`src/rtl/param_sipo_pkg.sv`:
```
// param_sipo_pkg: shared FSM state encoding and frame-length helper for the SIPO receiver.
// PARITY_CHECK_EN adds one even-parity strobe to every frame.
package param_sipo_pkg;
  localparam logic [1:0] ST_IDLE   = 2'd0;
  localparam logic [1:0] ST_SHIFT  = 2'd1;
  localparam logic [1:0] ST_PARITY = 2'd2;
  localparam logic [1:0] ST_HOLD   = 2'd3;
  typedef enum logic [1:0] {
    IDLE   = ST_IDLE,
    SHIFT  = ST_SHIFT,
    PARITY = ST_PARITY,
    HOLD   = ST_HOLD
  } state_t;
`ifdef PARITY_CHECK_EN
  localparam bit PARITY_EN = 1'b1;
`else
  localparam bit PARITY_EN = 1'b0;
`endif
  function automatic int frame_len(input int width);
    return width + (PARITY_EN ? 1 : 0);
  endfunction
endpackage

```
`src/rtl/sipo_bit_counter.sv`:
```
// sipo_bit_counter: strobe counter for one frame; tc flags the strobe that completes the frame.
// With PARITY_CHECK_EN, data_last additionally flags the final data bit ahead of the parity strobe.
module sipo_bit_counter
  import param_sipo_pkg::*;
#(
  parameter int WIDTH = 8
) (
  input  logic clk,
  input  logic reset,
  input  logic clr,
  input  logic inc,
  output logic tc
`ifdef PARITY_CHECK_EN
  ,
  output logic data_last
`endif
);
  localparam int TERMINAL = frame_len(WIDTH);
  localparam int CW = $clog2(TERMINAL + 1);
  logic [CW-1:0] count_q, count_d;
  // clear and increment together means the clearing strobe is itself bit one of a new frame
  always_comb begin
    count_d = clr ? CW'(inc) : count_q + CW'(inc);
  end
  always_ff @(posedge clk or negedge reset) begin
    if (!reset) count_q <= '0;
    else count_q <= count_d;
  end
  assign tc = count_q == CW'(TERMINAL - 1);
`ifdef PARITY_CHECK_EN
  assign data_last = count_q == CW'(WIDTH - 1);
`endif
endmodule

```
`src/rtl/param_sipo_receiver.sv`:
```
// param_sipo_receiver: MSB-first serial-to-parallel receiver with valid/ready output and overrun flag.
// Defining PARITY_CHECK_EN adds an even-parity strobe per frame and the parity_err output.
module param_sipo_receiver
  import param_sipo_pkg::*;
#(
  parameter int WIDTH = 8
) (
  input  logic             clk,
  input  logic             reset,
  input  logic             start,
  input  logic             bit_valid,
  input  logic             serial_in,
  input  logic             data_ready,
  output logic [WIDTH-1:0] data_out,
  output logic             data_valid,
  output logic             busy,
  output logic             overrun
`ifdef PARITY_CHECK_EN
  ,
  output logic             parity_err
`endif
);
  state_t state_q, state_d;
  logic [WIDTH-1:0] shreg_q, shreg_d, data_q, data_d, shifted;
  logic valid_q, valid_d, busy_q, busy_d, ovr_q, ovr_d;
  logic cnt_clr, cnt_inc, tc, take_start;
`ifdef PARITY_CHECK_EN
  logic perr_q, perr_d, data_last;
`endif
  assign shifted = {shreg_q[WIDTH-2:0], serial_in};
  // a start while holding an unaccepted word is only honoured together with data_ready
  assign take_start = start & ((state_q != HOLD) | data_ready);
  sipo_bit_counter #(.WIDTH(WIDTH)) u_cnt (
    .clk      (clk),
    .reset    (reset),
    .clr      (cnt_clr),
    .inc      (cnt_inc),
    .tc       (tc)
`ifdef PARITY_CHECK_EN
    ,
    .data_last(data_last)
`endif
  );
  always_comb begin
    state_d = state_q;
    shreg_d = shreg_q;
    data_d  = data_q;
    valid_d = valid_q;
    busy_d  = busy_q;
    ovr_d   = 1'b0;
    cnt_clr = 1'b0;
    cnt_inc = 1'b0;
`ifdef PARITY_CHECK_EN
    perr_d  = perr_q;
`endif
    if (take_start) begin
      state_d = SHIFT;
      busy_d  = 1'b1;
      valid_d = 1'b0;
      cnt_clr = 1'b1;
      cnt_inc = bit_valid;
      shreg_d = bit_valid ? shifted : shreg_q;
`ifdef PARITY_CHECK_EN
      perr_d  = 1'b0;
`endif
    end else begin
      case (state_q)
        SHIFT: begin
          if (bit_valid) begin
            shreg_d = shifted;
            cnt_inc = 1'b1;
`ifdef PARITY_CHECK_EN
            if (data_last) state_d = PARITY;
`else
            if (tc) begin
              state_d = HOLD;
              data_d  = shifted;
              valid_d = 1'b1;
              busy_d  = 1'b0;
              cnt_inc = 1'b0;
              cnt_clr = 1'b1;
            end
`endif
          end
        end
`ifdef PARITY_CHECK_EN
        PARITY: begin
          if (bit_valid && tc) begin
            state_d = HOLD;
            data_d  = shreg_q;
            perr_d  = ^{shreg_q, serial_in};
            valid_d = 1'b1;
            busy_d  = 1'b0;
            cnt_clr = 1'b1;
          end
        end
`endif
        HOLD: begin
          if (data_ready) begin
            state_d = IDLE;
            valid_d = 1'b0;
`ifdef PARITY_CHECK_EN
            perr_d  = 1'b0;
`endif
          end else begin
            ovr_d = bit_valid | start;
          end
        end
        default: ;
      endcase
    end
  end
  always_ff @(posedge clk or negedge reset) begin
    if (!reset) begin
      state_q <= IDLE;
      shreg_q <= '0;
      data_q  <= '0;
      valid_q <= 1'b0;
      busy_q  <= 1'b0;
      ovr_q   <= 1'b0;
`ifdef PARITY_CHECK_EN
      perr_q  <= 1'b0;
`endif
    end else begin
      state_q <= state_d;
      shreg_q <= shreg_d;
      data_q  <= data_d;
      valid_q <= valid_d;
      busy_q  <= busy_d;
      ovr_q   <= ovr_d;
`ifdef PARITY_CHECK_EN
      perr_q  <= perr_d;
`endif
    end
  end
  assign data_out   = data_q;
  assign data_valid = valid_q;
  assign busy       = busy_q;
  assign overrun    = ovr_q;
`ifdef PARITY_CHECK_EN
  assign parity_err = perr_q;
`endif
endmodule

```
`config.mk`:
```
export PLATFORM = sky130hd
export DESIGN_NAME = param_sipo_receiver
export DESIGN_NICKNAME = d
export VERILOG_FILES = /design/src/rtl/param_sipo_pkg.sv /design/src/rtl/sipo_bit_counter.sv /design/src/rtl/param_sipo_receiver.sv
export SDC_FILE = /design/constraint.sdc
export NUM_CORES = 1
export LEC_CHECK = 0
export BUFFER_PORTS_ARGS = -buffer_cell sky130_fd_sc_hd__buf_4
export CAP_MARGIN = 0
export CELL_PAD_IN_SITES_DETAIL_PLACEMENT = 0
export CELL_PAD_IN_SITES_GLOBAL_PLACEMENT = 1
export CORE_UTILIZATION = 39
export CTS_CLUSTER_SIZE = 16
export DETAILED_ROUTE_END_ITERATION = 7
export PLACE_DENSITY = 0.72
export SYNTH_ARGS = -nofsm -noshare
export SYNTH_HDL_FRONTEND = slang
export SYNTH_HIERARCHICAL = 1
export SYNTH_SLANG_ARGS = --single-unit
```
`constraint.sdc`:
```
create_clock -name clk -period 1.8 [get_ports clk]
set_input_delay 0.18 -clock clk [delete_from_list [all_inputs] [get_ports clk]]
set_output_delay 0.18 -clock clk [all_outputs]
set_load 0.02 [all_outputs]
```
==> Word-level counts from Yosys, hierarchy flattened <==
Cells that the tools add are included.
{ "op_classes": {"addsub": 1, "eq_ne": 7, "muxes": 29, "bitwise_logic": 4, "reduce_logical": 7} }
{ "op_table": {"columns": ["cell", "n"], "rows": [
  ["8-bit 2-to-1 mux", 3],
  ["1-bit 2-to-1 mux", 19],
  ["3-bit != test (second input constant)", 3],
  ["2-bit 2-to-1 mux", 4],
  ["4-bit AND reduction", 2],
  ["2-bit nonzero test", 3],
  ["4-bit by 1-bit adder with 4-bit output", 1],
  ["4-bit by 3-bit equality test with 1-bit output (second input constant)", 1],
  ["4-bit 2-to-1 mux", 1],
  ["2-bit case mux with 2 select lines", 1],
  ["3-bit AND reduction", 1],
  ["3-bit nonzero test", 1],
  ["2-bit by 1-bit equality test with 1-bit output (second input constant)", 1],
  ["2-bit equality test (second input constant)", 1],
  ["2-bit != test (second input constant)", 1],
  ["1-bit bitwise OR", 2],
  ["1-bit case mux with 2 select lines", 1],
  ["1-bit bitwise AND", 1],
  ["1-bit NOT", 1]
]} }
{ "word_totals": {"ff_bits": 25, "input_bits": 6, "output_inout_bits": 11, "word_cells": 55} }

==> Longest topological paths before layout <==
{ "logic_depth": {"ltp_word": 7, "ltp_mapped": 8, "depth_no_buf": 8} }

==> Cells and area by module <==
The synthesis kept the hierarchy.
{ "modules_own_cells": {"columns": ["module", "n_inst", "cells_each", "area_each_um2", "seq_area_each_um2"], "rows": [
  ["param_sipo_receiver", 1, 56, 810.8, 475.5],
  ["sipo_bit_counter", 1, 15, 200.2, 100.1]
]} }

==> Worst setup path after synthesis <==
OpenSTA, ideal clock, no wires.
{ "synth_timing": {"path_type": "reg2reg", "from": "reg u_cnt.count_q[1]", "to": "reg u_cnt.count_q[3]", "setup_time_ps": 125, "t_arrival_ps": 1535, "setup_slack_ps": 140, "stages_incl_launch_ff": 8, "n_path_buf": 0, "synth_period_minus_slack_ps": 1660, "cell_sequence": "dfrtp_1 > and4b_1 > nor2b_1 > o21bai_1 > a21boi_0 > ha_1 > nand3_2 > mux2_4"} }
{ "synth_between": {"elab_chain_cells": 7} }
{ "synth_rtl": {"columns": ["element", "line_no", "text"], "rows": [
  ["from (decl)", "sipo_bit_counter.sv:20", "logic [CW-1:0] count_q, count_d;"],
  ["from (signal assigned)", "sipo_bit_counter.sv:27", "else count_q <= count_d;"],
  ["4-bit by 3-bit equality test with 1-bit output", "sipo_bit_counter.sv:29", "assign tc = count_q == CW'(TERMINAL - 1);"],
  ["net tc", "param_sipo_receiver.sv:26", "logic cnt_clr, cnt_inc, tc, take_start;"],
  ["1-bit 2-to-1 mux", "param_sipo_receiver.sv:75", "if (tc) begin"],
  ["1-bit 2-to-1 mux", "param_sipo_receiver.sv:69", "if (bit_valid) begin"],
  ["1-bit 2-to-1 mux", "param_sipo_receiver.sv:67", "case (state_q)"],
  ["1-bit 2-to-1 mux", "param_sipo_receiver.sv:56", "if (take_start) begin"],
  ["net cnt_inc", "param_sipo_receiver.sv:26", null],
  ["4-bit by 1-bit adder with 4-bit output", "sipo_bit_counter.sv:23", "count_d = clr ? CW'(inc) : count_q + CW'(inc);"],
  ["4-bit 2-to-1 mux", "sipo_bit_counter.sv:23", null],
  ["net u_cnt.count_d[3]", "sipo_bit_counter.sv:20", null]
]} }
The timed path passes the listed nets, and every way through them passes these cells.
A chain may end at the register's enable or synchronous reset.

==> Worst setup path in the final report <==
{ "layout_timing": {"from": "reg u_cnt.count_q[3]", "to": "reg u_cnt.count_q[2]"} }
The elaborated chain is that of the path after synthesis.

==> flow_metrics.tcl <==
set metrics [dict create \
    outcome "completed" \
    final_common_cell "dfrtp_1" \
    cts_sinks 23 \
    synth_mux_area_share_pct 21.91 \
    area_growth_pct 18.81 \
    htreeDepth 1 \
    period_needed_ns 1.710 \
    synthesis.area_um2 1011 \
    fin_cells 121 \
    cts_buffer_depth 2 \
    port_buffers 16 \
    overflow 0 \
    finish.utilization_pct 48.93 \
    first_global_vias 586 \
    die_x_um 52.92 \
    yosysSeqAreaShare_pct 56.93 \
    postPlaceCellArea_um2 1160 \
    grt_pass1_wl_um 2622 \
    clk_pin_slew_ns 0.13 \
    path_max_fanout 3 \
    die-area_um2 2800 \
    hold_viol_final 0 \
    diodes 0 \
    critical_path_class "flip-flop to flip-flop" \
    hold_path.class "input port to flip-flop" \
    cts_root_buffer "clkbuf_4" \
    critical_path_arrival_ns 1.91 \
    drt_first_pass_iters 4 \
    worst_pin_slew_ns 0.2814 \
    track_usage_pct 13.87 \
    drive_gt1_share_pct 45.05 \
    power.static_leakage_uw 0.0006050 \
    avgSynthCellArea_um2 14.24 \
    die_y_um 52.92 \
    ir_worst_vdd_v 0.0005846 \
    most-common-layout-cells "dfrtp_1, buf_4, mux2_2, mux2_4, nand2_1" \
    ys_types 24 \
    clkLatencyLatePin_ns 0.31 \
    fin_area_um2 1201 \
    cp-end-kind "flip-flop" \
    required_ns 2.00 \
    pwr-share-seq_pct 60.7 \
    max-slew-margin-rel_pct 81.20 \
    post-cts-setup-buffers 0 \
    synth-simple-area-share_pct 11.76 \
    wirelength_um 1567 \
    synthAdderAreaFrac_pct 2.475 \
    ys_seq_elements 23 \
    drv_cap 0 \
    clkPwrFrac_pct 22.8 \
    num_io_pins 17 \
    start_kind "flip-flop" \
    rows 18 \
    p_sw_uw 260.5 \
    post-place-cells 116 \
    netlist_instances 71 \
    timing.final.crit_share_pct 95.02 \
    gp_congestion 0.7549 \
    synth_compound_area_share_pct 4.455 \
    finalSetupViolCount 0 \
    vias 600 \
    fmax_ghz 0.5847 \
    syn_nets 79 \
    routed_via_density 4.959 \
    swShare_pct 25.26 \
    routedWlPerCell_um 12.95 \
    nNetsFinal 100 \
    first_iter_violations 5 \
    ant_nets 0 \
    antenna_found_initial 0 \
    intPower_uw 770.5 \
    dp_hpwl_um 1124 \
    combPwrFrac_pct 16.6 \
    synth_top_family_by_area "multiplexers" \
    grt_max_degree 24 \
    cts_tree "done" \
    drc_errors 0 \
    synth-xor-area-share_pct 0.8663 \
    power_density_nw_per_um2 858.4 \
    drv_slew 0 \
    core_um2 2455 \
    initial_core_util_pct 41.18 \
    fin_tns_setup_ns 0 \
    whs_ns 0.1041 \
    cts_made_buffers 3 \
    n_fill_cell 227 \
    yosys_warnings 6 \
    fin_skew_ns 0.005176 \
]
[power by group through the flow]
stage	logic (uW)	clock network (uW)	registers, uW
after global routing	190	266	636
after floorplan	113	0	634
final	171	235	625
after detailed placement	171	0	636
after global placement	167	0	634
after CTS	173	247	627
[cell usage after synthesis]
cell	instances	area, um2
a21o_2	1	8.760
buf_6	1	11.26
o21bai_1	1	7.510
mux2_4	8	120.1
mux2_1	1	11.26
and4b_1	1	10.01
and3b_1	1	8.760
nand2b_1	1	6.260
nor2_4	1	11.26
nand2_1	6	22.52
a21o_1	1	7.510
a31o_1	1	8.760
ha_1	2	25.02
nand3_2	1	10.01
mux2_2	8	90.09
nand4b_1	1	8.760
o21ai_0	1	5.000
nor2_1	4	15.01
xnor2_1	1	8.760
dfrtp_1	23	575.6
nand3b_1	1	7.510
a21boi_0	1	7.510
nor2b_1	3	18.77
buf_2	1	5.000
[cell families after synthesis]
family / Yosys count
adder cells (fa/ha/maj): 2
XOR/XNOR: 1
buffers and inverters: 2
AO/OA/AOI/OAI: 6
flip-flops: 23
AND/OR/NAND/NOR: 20
multiplexers: 17
[state kept, by name (all words and copies together) (netlist names)]
register / cells
state_q: 2
busy: 1
shreg_q: 7
overrun: 1
u_cnt/count_q: 4
data_out: 8
[per-stage QoR]
stage	setup WS (ns)	power [uW]
after floorplan	0.1400	746.8
after global placement	0.07953	801.3
after detailed placement	0.01334	806.1
after CTS	0.07429	1046
after global routing	-0.002510	1091
final	0.08959	1031
[path summary, 6_finish.rpt]
check                            startpoint               end  slack [ns]  cells after the start
max in group asynchronous             reset        state_q[1]        1.30                      2
min in group asynchronous             reset  u_cnt/count_q[3]        0.28                      2
setup reg to reg           u_cnt/count_q[3]  u_cnt/count_q[2]        0.09                      8
hold / removal                    serial_in        shreg_q[0]        0.10                      2
setup / recovery           u_cnt/count_q[3]  u_cnt/count_q[2]        0.09                      8
hold reg to reg                        busy              busy        0.50                      2
[worst max-delay path, stage by stage, from the launching register on]
cell,delay (ns)
dfrtp_1,0.41
and4b_1,0.27
nor2b_1,0.05
o21bai_1,0.15
a21boi_2,0.08
ha_1,0.23
ha_1,0.20
xnor2_1,0.16
nor2_1,0.05
[cell type report]
type,count,area (um2),area share [%]
Clock buffer,3,22.52,1.875
Multi-Input combinational cell,46,422.9,35.21
Tap cell,30,37.54,3.125
Clock inverter,1,5.005,0.4167
Sequential cell,23,575.6,47.92
Timing Repair Buffer,18,137.6,11.46
[what timing repair did]
item,in CTS,in global routing
gates resized for setup,1,1
hold buffers,1,0
endpoints found under the hold margin,23,0
pin swaps,0,2
setup endpoints to repair,1,3
cloned,0,0
[per-layer routing]
metal,routed length (um),vias up,track usage (%),part of all wire (%)
li1,-,289,-,-
met1,725,301,16.36,46
met2,780,8,22.78,50
met3,44,2,3.448,2.8
met4,17,0,7.895,1.1
met5,0,-,0,0
No activity file was read; power rests on OpenSTA's default activity.
